$ cat config.mk
export PLATFORM = sky130hd
export DESIGN_NAME = traffic_light_monitor_flat
export DESIGN_NICKNAME = d
export VERILOG_FILES = /design/src/rtl/traffic_light_pkg.sv /design/src/rtl/traffic_light_monitor_if.sv /design/src/rtl/phase_dwell_timer.sv /design/src/rtl/traffic_light_monitor.sv /design/src/flat_wrapper.sv
export SDC_FILE = /design/constraint.sdc
export NUM_CORES = 1
export LEC_CHECK = 0
export ABC_AREA = 1
export CORE_ASPECT_RATIO = 2
export CORE_MARGIN = 1
export CORE_UTILIZATION = 40
export CTS_CLUSTER_DIAMETER = 120
export CTS_CLUSTER_SIZE = 12
export DETAILED_ROUTE_END_ITERATION = 8
export GPL_TIMING_DRIVEN = 0
export PLACE_DENSITY = 0.64
export SKIP_LAST_GASP = 1
export SLEW_MARGIN = 10
export SYNTH_ARGS = -nofsm -noshare
export SYNTH_HDL_FRONTEND = slang
export SYNTH_SLANG_ARGS = --single-unit
export TNS_END_PERCENT = 1
$ cat constraint.sdc
create_clock -name clk -period 2.14 [get_ports clk]
set_input_delay 0.428 -clock clk [delete_from_list [all_inputs] [get_ports clk]]
set_output_delay 0.428 -clock clk [all_outputs]
set_load 0.01 [all_outputs]
$ cat src/rtl/traffic_light_pkg.sv
`default_nettype none
// +------------------------------------------------------------------------+
// | Module   : traffic_light_pkg                                           |
// | Purpose  : Shared light-code constants, phase encoding, FSM state type |
// |            and phase helper functions for the traffic light monitor.   |
// | Contents : LIGHT_* one-hot codes, PH_* phase codes, tl_state_e,        |
// |            next_phase(), light_to_phase()                              |
// | Revision : 1.0 - initial release                                       |
// +------------------------------------------------------------------------+
package traffic_light_pkg;

  // One-hot light codes: [2]=RED, [1]=YELLOW, [0]=GREEN
  localparam logic [2:0] LIGHT_RED    = 3'b100;
  localparam logic [2:0] LIGHT_YELLOW = 3'b010;
  localparam logic [2:0] LIGHT_GREEN  = 3'b001;

  // Phase encoding as presented on the phase output
  localparam logic [1:0] PH_NONE   = 2'd0;
  localparam logic [1:0] PH_RED    = 2'd1;
  localparam logic [1:0] PH_GREEN  = 2'd2;
  localparam logic [1:0] PH_YELLOW = 2'd3;

  // State codes deliberately equal the phase codes so phase mirrors state
  typedef enum logic [1:0] {
    ST_SYNC   = 2'd0,
    ST_RED    = 2'd1,
    ST_GREEN  = 2'd2,
    ST_YELLOW = 2'd3
  } tl_state_e;

  // Legal successor of a phase; NONE has no successor
  function automatic logic [1:0] next_phase(input logic [1:0] ph);
    logic [1:0] nxt;
    case (ph)
      PH_RED:    nxt = PH_GREEN;
      PH_GREEN:  nxt = PH_YELLOW;
      PH_YELLOW: nxt = PH_RED;
      default:   nxt = PH_NONE;
    endcase
    return nxt;
  endfunction

  // Decode a light code; any non-one-hot code maps to NONE
  function automatic logic [1:0] light_to_phase(input logic [2:0] light);
    logic [1:0] ph;
    case (light)
      LIGHT_RED:    ph = PH_RED;
      LIGHT_GREEN:  ph = PH_GREEN;
      LIGHT_YELLOW: ph = PH_YELLOW;
      default:      ph = PH_NONE;
    endcase
    return ph;
  endfunction

endpackage
`default_nettype wire

$ cat src/rtl/traffic_light_monitor_if.sv
`default_nettype none
// +------------------------------------------------------------------------+
// | Module   : traffic_light_monitor_if                                    |
// | Purpose  : Groups the observed light bus and the monitor status.       |
// | Ports    : light (3), phase (2), locked, err_illegal, err_order,       |
// |            err_timing, cycle_count (CNT_W)                             |
// |            master - light source side / status consumer                |
// |            slave  - monitor side (observes light, drives status)       |
// | Revision : 1.0 - initial release                                       |
// +------------------------------------------------------------------------+
interface traffic_light_monitor_if #(
  parameter int CNT_W = 16
);

  logic [2:0]       light;
  logic [1:0]       phase;
  logic             locked;
  logic             err_illegal;
  logic             err_order;
  logic             err_timing;
  logic [CNT_W-1:0] cycle_count;

  modport master (
    output light,
    input  phase, locked, err_illegal, err_order, err_timing, cycle_count
  );

  modport slave (
    input  light,
    output phase, locked, err_illegal, err_order, err_timing, cycle_count
  );

endinterface
`default_nettype wire

$ cat src/rtl/phase_dwell_timer.sv
`default_nettype none
// +------------------------------------------------------------------------+
// | Module   : phase_dwell_timer                                           |
// | Purpose  : Saturating dwell counter with synchronous load-to-1 and     |
// |            increment enable. Load has priority over increment.         |
// | Ports    : clk, rst     - clock, synchronous active-high reset         |
// |            load_i       - restart count at 1 (first cycle of a phase)  |
// |            inc_i        - add one, holding at all-ones                 |
// |            count_o      - current dwell count                          |
// | Revision : 1.0 - initial release                                       |
// +------------------------------------------------------------------------+
module phase_dwell_timer #(
  parameter int TMR_W = 8
) (
  input  wire logic             clk,
  input  wire logic             rst,
  input  wire logic             load_i,
  input  wire logic             inc_i,
  output logic [TMR_W-1:0]      count_o
);

  logic [TMR_W-1:0] count_q;

  always_ff @(posedge clk) begin
    if (rst) begin
      count_q <= '0;
    end else if (load_i) begin
      count_q <= TMR_W'(1);
    end else if (inc_i && (count_q != '1)) begin
      count_q <= count_q + 1'b1;
    end
  end

  assign count_o = count_q;

endmodule
`default_nettype wire

$ cat src/rtl/traffic_light_monitor.sv
`default_nettype none
// +------------------------------------------------------------------------+
// | Module   : traffic_light_monitor                                       |
// | Purpose  : Passive checker of the RED->GREEN->YELLOW->RED light bus.   |
// |            Tracks phase, measures dwell, raises sticky error flags     |
// |            and counts completed YELLOW->RED cycles.                    |
// | Ports    : clk, rst - clock, synchronous active-high reset            |
// |            bus      - slave modport: light in; phase, locked,          |
// |                       err_illegal, err_order, err_timing,              |
// |                       cycle_count out (all registered)                 |
// | Revision : 1.0 - initial release                                       |
// +------------------------------------------------------------------------+
module traffic_light_monitor
  import traffic_light_pkg::*;
#(
  parameter int unsigned RED_MIN    = 5,
  parameter int unsigned RED_MAX    = 10,
  parameter int unsigned GREEN_MIN  = 5,
  parameter int unsigned GREEN_MAX  = 10,
  parameter int unsigned YELLOW_MIN = 2,
  parameter int unsigned YELLOW_MAX = 4,
  parameter int          TMR_W      = 8,
  parameter int          CNT_W      = 16
) (
  input  wire logic               clk,
  input  wire logic               rst,
  traffic_light_monitor_if.slave  bus
);

  tl_state_e        state_q, state_d;
  logic [1:0]       phase_q, phase_d;
  logic             locked_q, locked_d;
  logic             first_q, first_d;
  logic             err_ill_q, err_ill_d;
  logic             err_ord_q, err_ord_d;
  logic             err_tim_q, err_tim_d;
  logic [CNT_W-1:0] cnt_q, cnt_d;

  logic [TMR_W-1:0] w_dwell;
  logic             w_load;
  logic             w_inc;
  logic [1:0]       w_in_ph;
  logic [1:0]       w_cur_ph;
  logic [TMR_W-1:0] w_min;
  logic [TMR_W-1:0] w_max;

  phase_dwell_timer #(
    .TMR_W (TMR_W)
  ) u_dwell (
    .clk     (clk),
    .rst     (rst),
    .load_i  (w_load),
    .inc_i   (w_inc),
    .count_o (w_dwell)
  );

  assign w_in_ph  = light_to_phase(bus.light);
  assign w_cur_ph = state_q;

  // Dwell limits of the phase currently being tracked
  always_comb begin
    w_min = '0;
    w_max = '0;
    case (state_q)
      ST_RED: begin
        w_min = TMR_W'(RED_MIN);
        w_max = TMR_W'(RED_MAX);
      end
      ST_GREEN: begin
        w_min = TMR_W'(GREEN_MIN);
        w_max = TMR_W'(GREEN_MAX);
      end
      ST_YELLOW: begin
        w_min = TMR_W'(YELLOW_MIN);
        w_max = TMR_W'(YELLOW_MAX);
      end
      default: ;
    endcase
  end

  // Next-state and check logic
  always_comb begin
    state_d   = state_q;
    locked_d  = locked_q;
    first_d   = first_q;
    err_ill_d = err_ill_q;
    err_ord_d = err_ord_q;
    err_tim_d = err_tim_q;
    cnt_d     = cnt_q;
    w_load    = 1'b0;
    w_inc     = 1'b0;

    if (state_q == ST_SYNC) begin
      if (w_in_ph == PH_NONE) begin
        err_ill_d = 1'b1;
      end else if (w_in_ph == PH_RED) begin
        // Start of this RED was not seen, so its MIN is not checked
        state_d  = ST_RED;
        locked_d = 1'b1;
        first_d  = 1'b1;
        w_load   = 1'b1;
      end
    end else begin
      if (w_in_ph == PH_NONE) begin
        err_ill_d = 1'b1;
        state_d   = ST_SYNC;
        locked_d  = 1'b0;
      end else if (w_in_ph == w_cur_ph) begin
        // This sample would make dwell MAX+1
        if (w_dwell >= w_max) begin
          err_tim_d = 1'b1;
          state_d   = ST_SYNC;
          locked_d  = 1'b0;
        end else begin
          w_inc = 1'b1;
        end
      end else if (w_in_ph == next_phase(w_cur_ph)) begin
        if ((w_dwell < w_min) && !first_q) begin
          err_tim_d = 1'b1;
          state_d   = ST_SYNC;
          locked_d  = 1'b0;
        end else begin
          state_d = tl_state_e'(w_in_ph);
          first_d = 1'b0;
          w_load  = 1'b1;
          if ((state_q == ST_YELLOW) && (cnt_q != '1)) begin
            cnt_d = cnt_q + 1'b1;
          end
        end
      end else begin
        err_ord_d = 1'b1;
        state_d   = ST_SYNC;
        locked_d  = 1'b0;
      end
    end

    phase_d = state_d;
  end

  always_ff @(posedge clk) begin
    if (rst) begin
      state_q   <= ST_SYNC;
      phase_q   <= PH_NONE;
      locked_q  <= 1'b0;
      first_q   <= 1'b1;
      err_ill_q <= 1'b0;
      err_ord_q <= 1'b0;
      err_tim_q <= 1'b0;
      cnt_q     <= '0;
    end else begin
      state_q   <= state_d;
      phase_q   <= phase_d;
      locked_q  <= locked_d;
      first_q   <= first_d;
      err_ill_q <= err_ill_d;
      err_ord_q <= err_ord_d;
      err_tim_q <= err_tim_d;
      cnt_q     <= cnt_d;
    end
  end

  assign bus.phase       = phase_q;
  assign bus.locked      = locked_q;
  assign bus.err_illegal = err_ill_q;
  assign bus.err_order   = err_ord_q;
  assign bus.err_timing  = err_tim_q;
  assign bus.cycle_count = cnt_q;

endmodule
`default_nettype wire
$ cat src/flat_wrapper.sv
// flat-port wrapper written by rule: the top's interface ports become plain ports
module traffic_light_monitor_flat import traffic_light_pkg::*;
#(
  parameter int unsigned RED_MIN    = 5,
  parameter int unsigned RED_MAX    = 10,
  parameter int unsigned GREEN_MIN  = 5,
  parameter int unsigned GREEN_MAX  = 10,
  parameter int unsigned YELLOW_MIN = 2,
  parameter int unsigned YELLOW_MAX = 4,
  parameter int          TMR_W      = 8,
  parameter int          CNT_W      = 16
)
  (clk, rst, bus_light, bus_phase, bus_locked, bus_err_illegal, bus_err_order, bus_err_timing, bus_cycle_count);
  traffic_light_monitor_if #(.CNT_W(CNT_W)) bus_i ();
  input  wire logic clk;
  input  wire logic rst;
  input wire logic [$bits(bus_i.light)-1:0] bus_light;
  output wire logic [$bits(bus_i.phase)-1:0] bus_phase;
  output wire logic [$bits(bus_i.locked)-1:0] bus_locked;
  output wire logic [$bits(bus_i.err_illegal)-1:0] bus_err_illegal;
  output wire logic [$bits(bus_i.err_order)-1:0] bus_err_order;
  output wire logic [$bits(bus_i.err_timing)-1:0] bus_err_timing;
  output wire logic [$bits(bus_i.cycle_count)-1:0] bus_cycle_count;
  assign bus_i.light = bus_light;
  assign bus_phase = bus_i.phase;
  assign bus_locked = bus_i.locked;
  assign bus_err_illegal = bus_i.err_illegal;
  assign bus_err_order = bus_i.err_order;
  assign bus_err_timing = bus_i.err_timing;
  assign bus_cycle_count = bus_i.cycle_count;
  traffic_light_monitor #(.RED_MIN(RED_MIN), .RED_MAX(RED_MAX), .GREEN_MIN(GREEN_MIN), .GREEN_MAX(GREEN_MAX), .YELLOW_MIN(YELLOW_MIN), .YELLOW_MAX(YELLOW_MAX), .TMR_W(TMR_W), .CNT_W(CNT_W)) u_core (.clk(clk), .rst(rst), .bus(bus_i));
endmodule
==> flow_results.xml, run 1 <==
<?xml version="1.0" encoding="UTF-8"?>
<metrics>
  <group name="layout">
    <metric name="fillcell_total" unit="">487</metric>
    <metric name="layout-area-overhead-vs-synth" unit="%">26.6</metric>
    <metric name="regArea" unit="sq um">628</metric>
    <metric name="multiInputGateArea" unit="sq um">1280</metric>
    <metric name="drive_above_1_share" unit="%">13.1</metric>
    <metric name="final_net_count" unit="">348</metric>
    <metric name="antennaDiodeCount" unit="">0</metric>
  </group>
  <group name="critical_path">
    <metric name="cp_cell_sequence" unit="">inv_1 &gt; ha_4 &gt; inv_2 &gt; ha_1 &gt; a21oi_2 &gt; nand2_1 &gt; nor2_1 &gt; nand3_2 &gt; nand2_1 &gt; nand2_1 &gt; a21oi_1</metric>
    <metric name="path_delay_family" unit="">adder cells</metric>
    <metric name="critical_path_max_stage_delay" unit="ns">0.38</metric>
    <metric name="cp.buffers_inverters" unit="">2</metric>
    <metric name="criticalPathCategory" unit="">flip-flop to flip-flop</metric>
    <metric name="worstSetupEndpointType" unit="">flip-flop</metric>
    <metric name="start_kind" unit="">flip-flop</metric>
    <metric name="arrival" unit="ns">2.26</metric>
    <metric name="most_frequent_cell_on_critical_path" unit="">sky130_fd_sc_hd__nand2_1</metric>
    <metric name="cp_max_fo" unit="">6</metric>
    <metric name="worst_path_max_delay_cell" unit="">sky130_fd_sc_hd__dfxtp_4</metric>
    <metric name="worst_ep_required_time" unit="ns">2.35</metric>
  </group>
  <group name="die">
    <metric name="die-area" unit="sq um">5350</metric>
    <metric name="io-pin-count" unit="">27</metric>
    <metric name="die_width" unit="um">52.2</metric>
    <metric name="chipHeight" unit="um">102</metric>
    <metric name="core" unit="sq um">4860</metric>
    <metric name="num_rows" unit="">36</metric>
    <metric name="initial_util" unit="%">41.5</metric>
  </group>
  <group name="route">
    <metric name="detail_route.drc_violations" unit="">0</metric>
    <metric name="vias" unit="">2032</metric>
    <metric name="drt-total-wl" unit="mm">5.13</metric>
    <metric name="firstDrtPassIters" unit="">4</metric>
    <metric name="drt-initial-drc-count" unit="">31</metric>
    <metric name="via_per_inst" unit="">5.18</metric>
    <metric name="drt-wirelength-per-cell" unit="um">13.1</metric>
    <metric name="drt.antenna.violating_nets" unit="">0</metric>
  </group>
  <group name="clock_tree">
    <metric name="clk_pin_slew" unit="ns">0.07</metric>
    <metric name="cts.root.buffer_cell" unit="">sky130_fd_sc_hd__clkbuf_8</metric>
    <metric name="cts_buffers" unit="">5</metric>
    <metric name="cts_tree" unit="">done</metric>
    <metric name="worst_skew_pair.late_latency" unit="ns">0.29</metric>
    <metric name="clock_path_buffers" unit="">2</metric>
    <metric name="ctsHtreeMaxLevel" unit="">2</metric>
    <metric name="tritoncts_num_sinks" unit="">31</metric>
  </group>
  <group name="global_route">
    <metric name="via_count_of_the_first_global_routing_pass" unit="">1927</metric>
    <metric name="maximum_number_of_pins_on_one_net_before_global_route_repair" unit="">11</metric>
    <metric name="grt_pass1_wl" unit="mm">8.42</metric>
    <metric name="global_route.usage.total" unit="%">21.4</metric>
    <metric name="grt_remaining_overflow" unit="">0</metric>
    <metric name="antenna_found_initial" unit="">0</metric>
  </group>
  <group name="logic_synthesis">
    <metric name="syn_nets" unit="">311</metric>
    <metric name="synth_edf_count" unit="">0</metric>
    <metric name="synth.avg_cell_area" unit="sq um">6.79</metric>
    <metric name="yosysMostFrequentCell" unit="">sky130_fd_sc_hd__nand2_1</metric>
    <metric name="synth_area_leader_cell" unit="">sky130_fd_sc_hd__dfxtp_1</metric>
    <metric name="synth_top_area_share" unit="%">30.8</metric>
    <metric name="syn-cell-area" unit="sq um">2020</metric>
    <metric name="synth_flop_cell" unit="">sky130_fd_sc_hd__dfxtp_1</metric>
    <metric name="top_cell_types_by_occurrence_after_synthesis" unit="">sky130_fd_sc_hd__nand2_1 (73), sky130_fd_sc_hd__nor2_1 (35), sky130_fd_sc_hd__dfxtp_1 (31)</metric>
    <metric name="synth.lib_cells_used.distinct" unit="">30</metric>
    <metric name="synth-seq-cells" unit="">31</metric>
    <metric name="synth_warnings" unit="">0</metric>
    <metric name="top_cells_by_area_in_the_synthesized_netlist" unit="">sky130_fd_sc_hd__dfxtp_1 (31%), sky130_fd_sc_hd__nand2_1 (14%), sky130_fd_sc_hd__nor2_1 (6.5%)</metric>
    <metric name="postSynth.asyncResetShare" unit="%">0</metric>
    <metric name="synthCells" unit="">297</metric>
    <metric name="sequential_element_share_of_the_synthesized_area" unit="%">30.8</metric>
  </group>
  <group name="sta">
    <metric name="final_hold_viol_count" unit="">0</metric>
    <metric name="setup_viol" unit="">0</metric>
    <metric name="unrepaired_setup_endpoints_after_global_routing" unit="">yes</metric>
    <metric name="transition_time_at_the_pin_with_the_least_slew_margin" unit="ns">0.558</metric>
    <metric name="maxClockFrequency" unit="MHz">486</metric>
    <metric name="timing_max_transition_violations_final" unit="">0</metric>
    <metric name="finalWorstPathRequiredPeriod" unit="ns">2.06</metric>
    <metric name="totalNegativeSetupSlack" unit="ns">0</metric>
    <metric name="max_slew_margin" unit="%">62.8</metric>
    <metric name="final.period_utilization" unit="%">96.2</metric>
    <metric name="fin_worst_skew" unit="ns">0.0108</metric>
  </group>
  <group name="worst_hold_path">
    <metric name="hold_path.class" unit="">flip-flop to flip-flop</metric>
  </group>
  <group name="placed_design">
    <metric name="gp_congestion" unit="">0.887</metric>
    <metric name="io_buffers" unit="">26</metric>
    <metric name="post_detailed_placement_half_perimeter_wirelength" unit="mm">4.03</metric>
  </group>
  <group name="power_and_ir_drop">
    <metric name="leakage" unit="nW">1.02</metric>
    <metric name="vdd_drop_max" unit="uV">332</metric>
    <metric name="pwr_per_cell_area" unit="nW/um^2">522</metric>
    <metric name="totalPowerFinal" unit="mW">1.33</metric>
  </group>
  <group name="status">
    <metric name="result_of_the_run" unit="">finished, final reports clean</metric>
  </group>
  <group name="job">
    <metric name="drv_cap" unit="">0</metric>
  </group>
</metrics>
-- flip-flops by register name, summed over array words and instances, names as in the netlist --
| register | flops |
|---|---|
| u_core.state_q | 2 |
| u_core.first_q | 1 |
| u_core.bus.err_illegal | 1 |
| u_core.bus.err_order | 1 |
| u_core.bus.cycle_count | 16 |
| u_core.bus.err_timing | 1 |
| u_core.u_dwell.count_o | 8 |
| u_core.bus.locked | 1 |
-- tightest hold or removal path: cells and delay by family (launching register included) --
| kind | cells | cell delay [ns] |
|---|---|---|
| and+or+nand+nor | 1 | 0.03 |
| buffers and inverters | 1 | 0.05 |
| DFF | 1 | 0.31 |
-- final timing paths --
| kind | start | end | slack [ns] | cells after the start |
|---|---|---|---|---|
| setup reg to reg | u_core.state_q[0] | u_core.state_q[0] | 0.08 | 11 |
| hold reg to reg | u_core.u_dwell.count_o[5] | u_core.u_dwell.count_o[5] | 0.43 | 2 |
| hold / removal | u_core.u_dwell.count_o[5] | u_core.u_dwell.count_o[5] | 0.43 | 2 |
| setup / recovery | u_core.state_q[0] | u_core.state_q[0] | 0.08 | 11 |
-- where the power goes --
part | switching [mW] | internal [mW] | leakage [nW]
combinational | 0.0928 | 0.0531 | 0.704
sequential | 0.00510 | 0.581 | 0.252
clock | 0.225 | 0.376 | 0.0612
total | 0.323 | 1.01 | 1.02
-- cell type report --
cell class	instances	area share, %
repair buffers	30	11.4
clock inverters	2	1.37
plain buffers	6	1.91
flip-flops and latches	31	24.6
well taps	57	2.79
inverters	32	4.70
clock buffers	6	3.23
multi-input cells	228	50.0
-- layout by cell type, fill, tap and decap left out, types with 2 or more instances in the layout --
cell type	instances
sky130_fd_sc_hd__xor2_1	6
sky130_fd_sc_hd__nand3_1	24
sky130_fd_sc_hd__clkdlybuf4s50_1	26
sky130_fd_sc_hd__a21oi_1	21
sky130_fd_sc_hd__clkbuf_8	6
sky130_fd_sc_hd__nor2_1	33
sky130_fd_sc_hd__inv_1	28
sky130_fd_sc_hd__nand2_4	3
sky130_fd_sc_hd__dfxtp_4	2
sky130_fd_sc_hd__o21ai_0	11
sky130_fd_sc_hd__buf_4	5
sky130_fd_sc_hd__o21a_1	2
sky130_fd_sc_hd__o21ai_1	7
sky130_fd_sc_hd__nand3_4	3
sky130_fd_sc_hd__inv_2	4
sky130_fd_sc_hd__nand3_2	5
sky130_fd_sc_hd__nand2_1	72
sky130_fd_sc_hd__nor2_2	2
sky130_fd_sc_hd__clkbuf_1	2
sky130_fd_sc_hd__dfxtp_1	29
sky130_fd_sc_hd__nand3b_1	2
sky130_fd_sc_hd__nand4_1	7
sky130_fd_sc_hd__ha_1	7
sky130_fd_sc_hd__xnor2_1	6
sky130_fd_sc_hd__nand2_2	3
sky130_fd_sc_hd__o211ai_1	2
sky130_fd_sc_hd__nor3_1	5
-- metal layers --
metal | GRT usage, % | vias up | wire length, um
li1 | - | 1045 | -
met1 | 18.5 | 928 | 1810
met2 | 43.5 | 43 | 3000
met3 | 2.98 | 16 | 115
met4 | 11.9 | 0 | 209
met5 | 0 | - | 0
-- metrics by stage --
step | std cells | cell area (sq um) | setup slack, ns | utilization (%) | hold slack, ns
floorplan | 297 | 2020 | 0.0793 | - | 0.408
global placement | 380 | 2350 | -0.266 | 48.3 | 0.417
detailed placement | 380 | 2350 | -0.282 | 48.3 | 0.421
CTS | 388 | 2480 | -0.0255 | 51.0 | 0.431
global route | 392 | 2550 | -0.0558 | 52.5 | 0.459
finish | 392 | 2550 | 0.0817 | 52.5 | 0.427
-- timing repair --
action / 4_1_cts / 5_1_grt
endpoints found under the hold margin: 0 / 0
pin swaps: 0 / 3
endpoints found under the setup margin: 28 / 23
setup buffers: 0 / 4
hold buffers: 0 / 0
resized for setup: 7 / 11
-- logic make-up (layout without fill, tap and decap cells) --
group | after synthesis | in the layout | synth area share, %
DFF | 31 | 31 | 30.8
xor gates and xnor gates | 12 | 12 | 5.21
buffers and inverters | 38 | 76 | 7.94
AOI/OAI and AO/OA | 45 | 45 | 11.8
and+or+nand+nor | 162 | 162 | 38.7
adders and majority gates | 9 | 9 | 5.58
(Power assumes the default switching activity.)
==> inputs of run 2 (changes only) <==
--- a/config.mk
+++ b/config.mk
@@ -19,4 +19,3 @@
 export SYNTH_ARGS = -nofsm -noshare
 export SYNTH_HDL_FRONTEND = slang
 export SYNTH_SLANG_ARGS = --single-unit
-export TNS_END_PERCENT = 1
==> run 2 against run 1 <==
Fmax grew 1.9%; sequential cell count did not move; final area up 2.6%; setup slack better by 0.038 ns; wire length grew 1.8%; clock power barely moved; clock skew barely moved; largest cell class unchanged.
==> flow_results.xml, run 2 (same netlist as run 1, synthesis figures left out) <==
<?xml version="1.0" encoding="UTF-8"?>
<metrics>
  <group name="status">
    <metric name="result_of_the_run" unit="">finished, final reports clean</metric>
  </group>
  <group name="layout">
    <metric name="regArea" unit="sq um">628</metric>
    <metric name="final_net_count" unit="">351</metric>
    <metric name="mostFrequentLayoutCells" unit="">sky130_fd_sc_hd__nand2_1 (72), sky130_fd_sc_hd__nor2_1 (32), sky130_fd_sc_hd__dfxtp_1 (29), sky130_fd_sc_hd__inv_1 (27), sky130_fd_sc_hd__nand3_1 (24)</metric>
    <metric name="final_cell_area" unit="sq um">2620</metric>
    <metric name="drive_above_1_share" unit="%">14.5</metric>
    <metric name="multiInputGateArea" unit="sq um">1320</metric>
    <metric name="largest_register_ffs" unit="">16</metric>
    <metric name="layout-area-overhead-vs-synth" unit="%">30.0</metric>
    <metric name="commonest_non_fill_non_tap_cell_in_the_layout" unit="">sky130_fd_sc_hd__nand2_1</metric>
    <metric name="fillcell_total" unit="">480</metric>
    <metric name="antennaDiodeCount" unit="">0</metric>
    <metric name="finalNonFillerCells" unit="">395</metric>
  </group>
  <group name="sta">
    <metric name="hold_slack" unit="ns">0.427</metric>
    <metric name="fin_worst_skew" unit="ns">0.0109</metric>
    <metric name="final.period_utilization" unit="%">94.4</metric>
    <metric name="transition_time_at_the_pin_with_the_least_slew_margin" unit="ns">0.552</metric>
    <metric name="totalNegativeSetupSlack" unit="ns">0</metric>
    <metric name="unrepaired_setup_endpoints_after_global_routing" unit="">yes</metric>
    <metric name="max_slew_margin" unit="%">63.2</metric>
    <metric name="timing_max_transition_violations_final" unit="">0</metric>
    <metric name="setup_viol" unit="">0</metric>
    <metric name="finalWorstPathRequiredPeriod" unit="ns">2.02</metric>
    <metric name="maxClockFrequency" unit="MHz">495</metric>
    <metric name="final_hold_viol_count" unit="">0</metric>
  </group>
  <group name="power_and_ir_drop">
    <metric name="totalPowerFinal" unit="mW">1.34</metric>
    <metric name="pwr_per_cell_area" unit="nW/um^2">512</metric>
    <metric name="share_seq_of_total_power" unit="%">43.7</metric>
    <metric name="power.combinational.fraction" unit="%">11.5</metric>
    <metric name="leakage" unit="nW">1.06</metric>
    <metric name="power_report.internal_total" unit="mW">1.01</metric>
    <metric name="vdd_drop_max" unit="uV">331</metric>
    <metric name="p_sw_share" unit="%">24.6</metric>
    <metric name="clock_power_share" unit="%">44.8</metric>
    <metric name="power_switching" unit="uW">330</metric>
  </group>
  <group name="clock_tree">
    <metric name="worst_skew_pair.late_latency" unit="ns">0.29</metric>
    <metric name="cts.root.buffer_cell" unit="">sky130_fd_sc_hd__clkbuf_8</metric>
    <metric name="ctsHtreeMaxLevel" unit="">2</metric>
    <metric name="clk_pin_slew" unit="ns">0.07</metric>
    <metric name="tritoncts_num_sinks" unit="">31</metric>
    <metric name="postCtsHoldBufs" unit="">0</metric>
    <metric name="clock_path_buffers" unit="">2</metric>
    <metric name="cts_buffers" unit="">5</metric>
    <metric name="cts_tree" unit="">done</metric>
  </group>
  <group name="placed_design">
    <metric name="placed_area" unit="sq um">2350</metric>
    <metric name="io_buffers" unit="">26</metric>
    <metric name="instance_count_after_placement_with_tap_cells_included" unit="">380</metric>
    <metric name="gp_congestion" unit="">0.887</metric>
    <metric name="post_detailed_placement_half_perimeter_wirelength" unit="mm">4.03</metric>
  </group>
  <group name="global_route">
    <metric name="grt_remaining_overflow" unit="">0</metric>
    <metric name="via_count_of_the_first_global_routing_pass" unit="">1958</metric>
    <metric name="global_route.usage.total" unit="%">21.6</metric>
    <metric name="maximum_number_of_pins_on_one_net_before_global_route_repair" unit="">11</metric>
    <metric name="antenna_found_initial" unit="">0</metric>
    <metric name="grt_pass1_wl" unit="mm">8.51</metric>
  </group>
  <group name="route">
    <metric name="drt-total-wl" unit="mm">5.23</metric>
    <metric name="vias" unit="">2045</metric>
    <metric name="via_per_inst" unit="">5.18</metric>
    <metric name="firstDrtPassIters" unit="">4</metric>
    <metric name="drt.antenna.violating_nets" unit="">0</metric>
    <metric name="drt-initial-drc-count" unit="">25</metric>
    <metric name="drt-wirelength-per-cell" unit="um">13.2</metric>
    <metric name="detail_route.drc_violations" unit="">0</metric>
  </group>
  <group name="critical_path">
    <metric name="worst_path_max_delay_cell" unit="">sky130_fd_sc_hd__dfxtp_4</metric>
    <metric name="path_delay_family" unit="">adder cells</metric>
    <metric name="worstSetupEndpointType" unit="">flip-flop</metric>
    <metric name="critical_path_max_stage_delay" unit="ns">0.39</metric>
    <metric name="worst_ep_required_time" unit="ns">2.34</metric>
    <metric name="cp.buffers_inverters" unit="">2</metric>
    <metric name="cp_cell_sequence" unit="">inv_1 &gt; ha_4 &gt; inv_2 &gt; ha_1 &gt; a21oi_2 &gt; nand2_1 &gt; nor2_4 &gt; nand3_4 &gt; nand2_1 &gt; nand2_1 &gt; a21oi_1</metric>
    <metric name="r2r_slack" unit="ns">0.12</metric>
    <metric name="most_frequent_cell_on_critical_path" unit="">sky130_fd_sc_hd__nand2_1</metric>
    <metric name="start_kind" unit="">flip-flop</metric>
    <metric name="criticalPathCategory" unit="">flip-flop to flip-flop</metric>
    <metric name="arrival" unit="ns">2.22</metric>
    <metric name="cp_max_fo" unit="">7</metric>
  </group>
  <group name="die">
    <metric name="die-area" unit="sq um">5350</metric>
    <metric name="die_width" unit="um">52.2</metric>
    <metric name="io-pin-count" unit="">27</metric>
    <metric name="chipHeight" unit="um">102</metric>
    <metric name="core" unit="sq um">4860</metric>
    <metric name="initial_util" unit="%">41.5</metric>
    <metric name="num_rows" unit="">36</metric>
  </group>
  <group name="job">
    <metric name="drv_cap" unit="">0</metric>
  </group>
  <group name="worst_hold_path">
    <metric name="hold_path.class" unit="">flip-flop to flip-flop</metric>
  </group>
</metrics>
[run 2: cell types whose count changed in the layout (fill, tap and decap cells not counted)]
cell and change:
sky130_fd_sc_hd__ha_4 +1, sky130_fd_sc_hd__nor2_4 +3, sky130_fd_sc_hd__buf_4 +2, sky130_fd_sc_hd__clkdlybuf4s50_1 -3, sky130_fd_sc_hd__dlymetal6s2s_1 +3, sky130_fd_sc_hd__nor2_2 -2
sky130_fd_sc_hd__ha_2 -1, sky130_fd_sc_hd__inv_2 +1, sky130_fd_sc_hd__nor2_1 -1, sky130_fd_sc_hd__inv_1 -1, sky130_fd_sc_hd__nand3_4 +1
[run 2: timing repair]
| item | CTS | global route |
|---|---|---|
| setup buffers | 0 | 6 |
| pin swaps | 1 | 4 |
| gates resized for setup | 9 | 19 |
| cloned | 0 | 1 |
| endpoints found under the setup margin | 28 | 23 |
[run 2: stage by stage]
step	utilization (%)	setup WS, ns
2_1_floorplan	-	0.0793
3_3_place_gp	48.3	-0.266
3_5_place_dp	48.3	-0.282
4_1_cts	51.1	-0.0197
5_1_grt	53.9	-0.0206
6_report	53.9	0.119
[run 2: cell type report]
type                            instances  area share, %
Multi-Input combinational cell        229           50.5
Sequential cell                        31           24.0
Timing Repair Buffer                   32           11.9
Inverter                               32           4.58
Clock buffer                            6           3.15
Tap cell                               57           2.72
Buffer                                  6           1.86
Clock inverter                          2           1.34
[run 2: final timing paths]
kind | startpoint | cells past startpoint | to
worst max register to register | u_core.state_q[1] | 11 | u_core.state_q[0]
worst max-delay path | u_core.state_q[1] | 11 | u_core.state_q[0]
worst min register to register | u_core.u_dwell.count_o[5] | 2 | u_core.u_dwell.count_o[5]
worst min-delay path | u_core.u_dwell.count_o[5] | 2 | u_core.u_dwell.count_o[5]
[run 2: routing by layer]
layer / vias to the layer above / global-route usage, % / routed length, um
met4: 0 / 13.0 / 238
li1: 1052 / - / -
met1: 935 / 18.4 / 1840
met2: 39 / 43.6 / 3030
met3: 19 / 3.13 / 113
met5: - / 0 / 0
[run 2: power groups by stage]
stage          Combinational (mW)  Sequential (mW)  Clock [mW]
4_1_cts                     0.140            0.588       0.614
3_5_place_dp                0.136            0.601           0
5_1_grt                     0.172            0.587       0.641
2_1_floorplan              0.0922            0.602           0
6_report                    0.154            0.587       0.602
3_3_place_gp                0.134            0.601           0
[run 2: worst reg2reg max path: stages (launching register included)]
cell and delay [ns]:
sky130_fd_sc_hd__dfxtp_4 0.39, sky130_fd_sc_hd__inv_1 0.09, sky130_fd_sc_hd__ha_4 0.28, sky130_fd_sc_hd__inv_2 0.06, sky130_fd_sc_hd__ha_1 0.31, sky130_fd_sc_hd__a21oi_2 0.15, sky130_fd_sc_hd__nand2_1 0.11, sky130_fd_sc_hd__nor2_4 0.13
sky130_fd_sc_hd__nand3_4 0.13, sky130_fd_sc_hd__nand2_1 0.11, sky130_fd_sc_hd__nand2_1 0.06, sky130_fd_sc_hd__a21oi_1 0.13
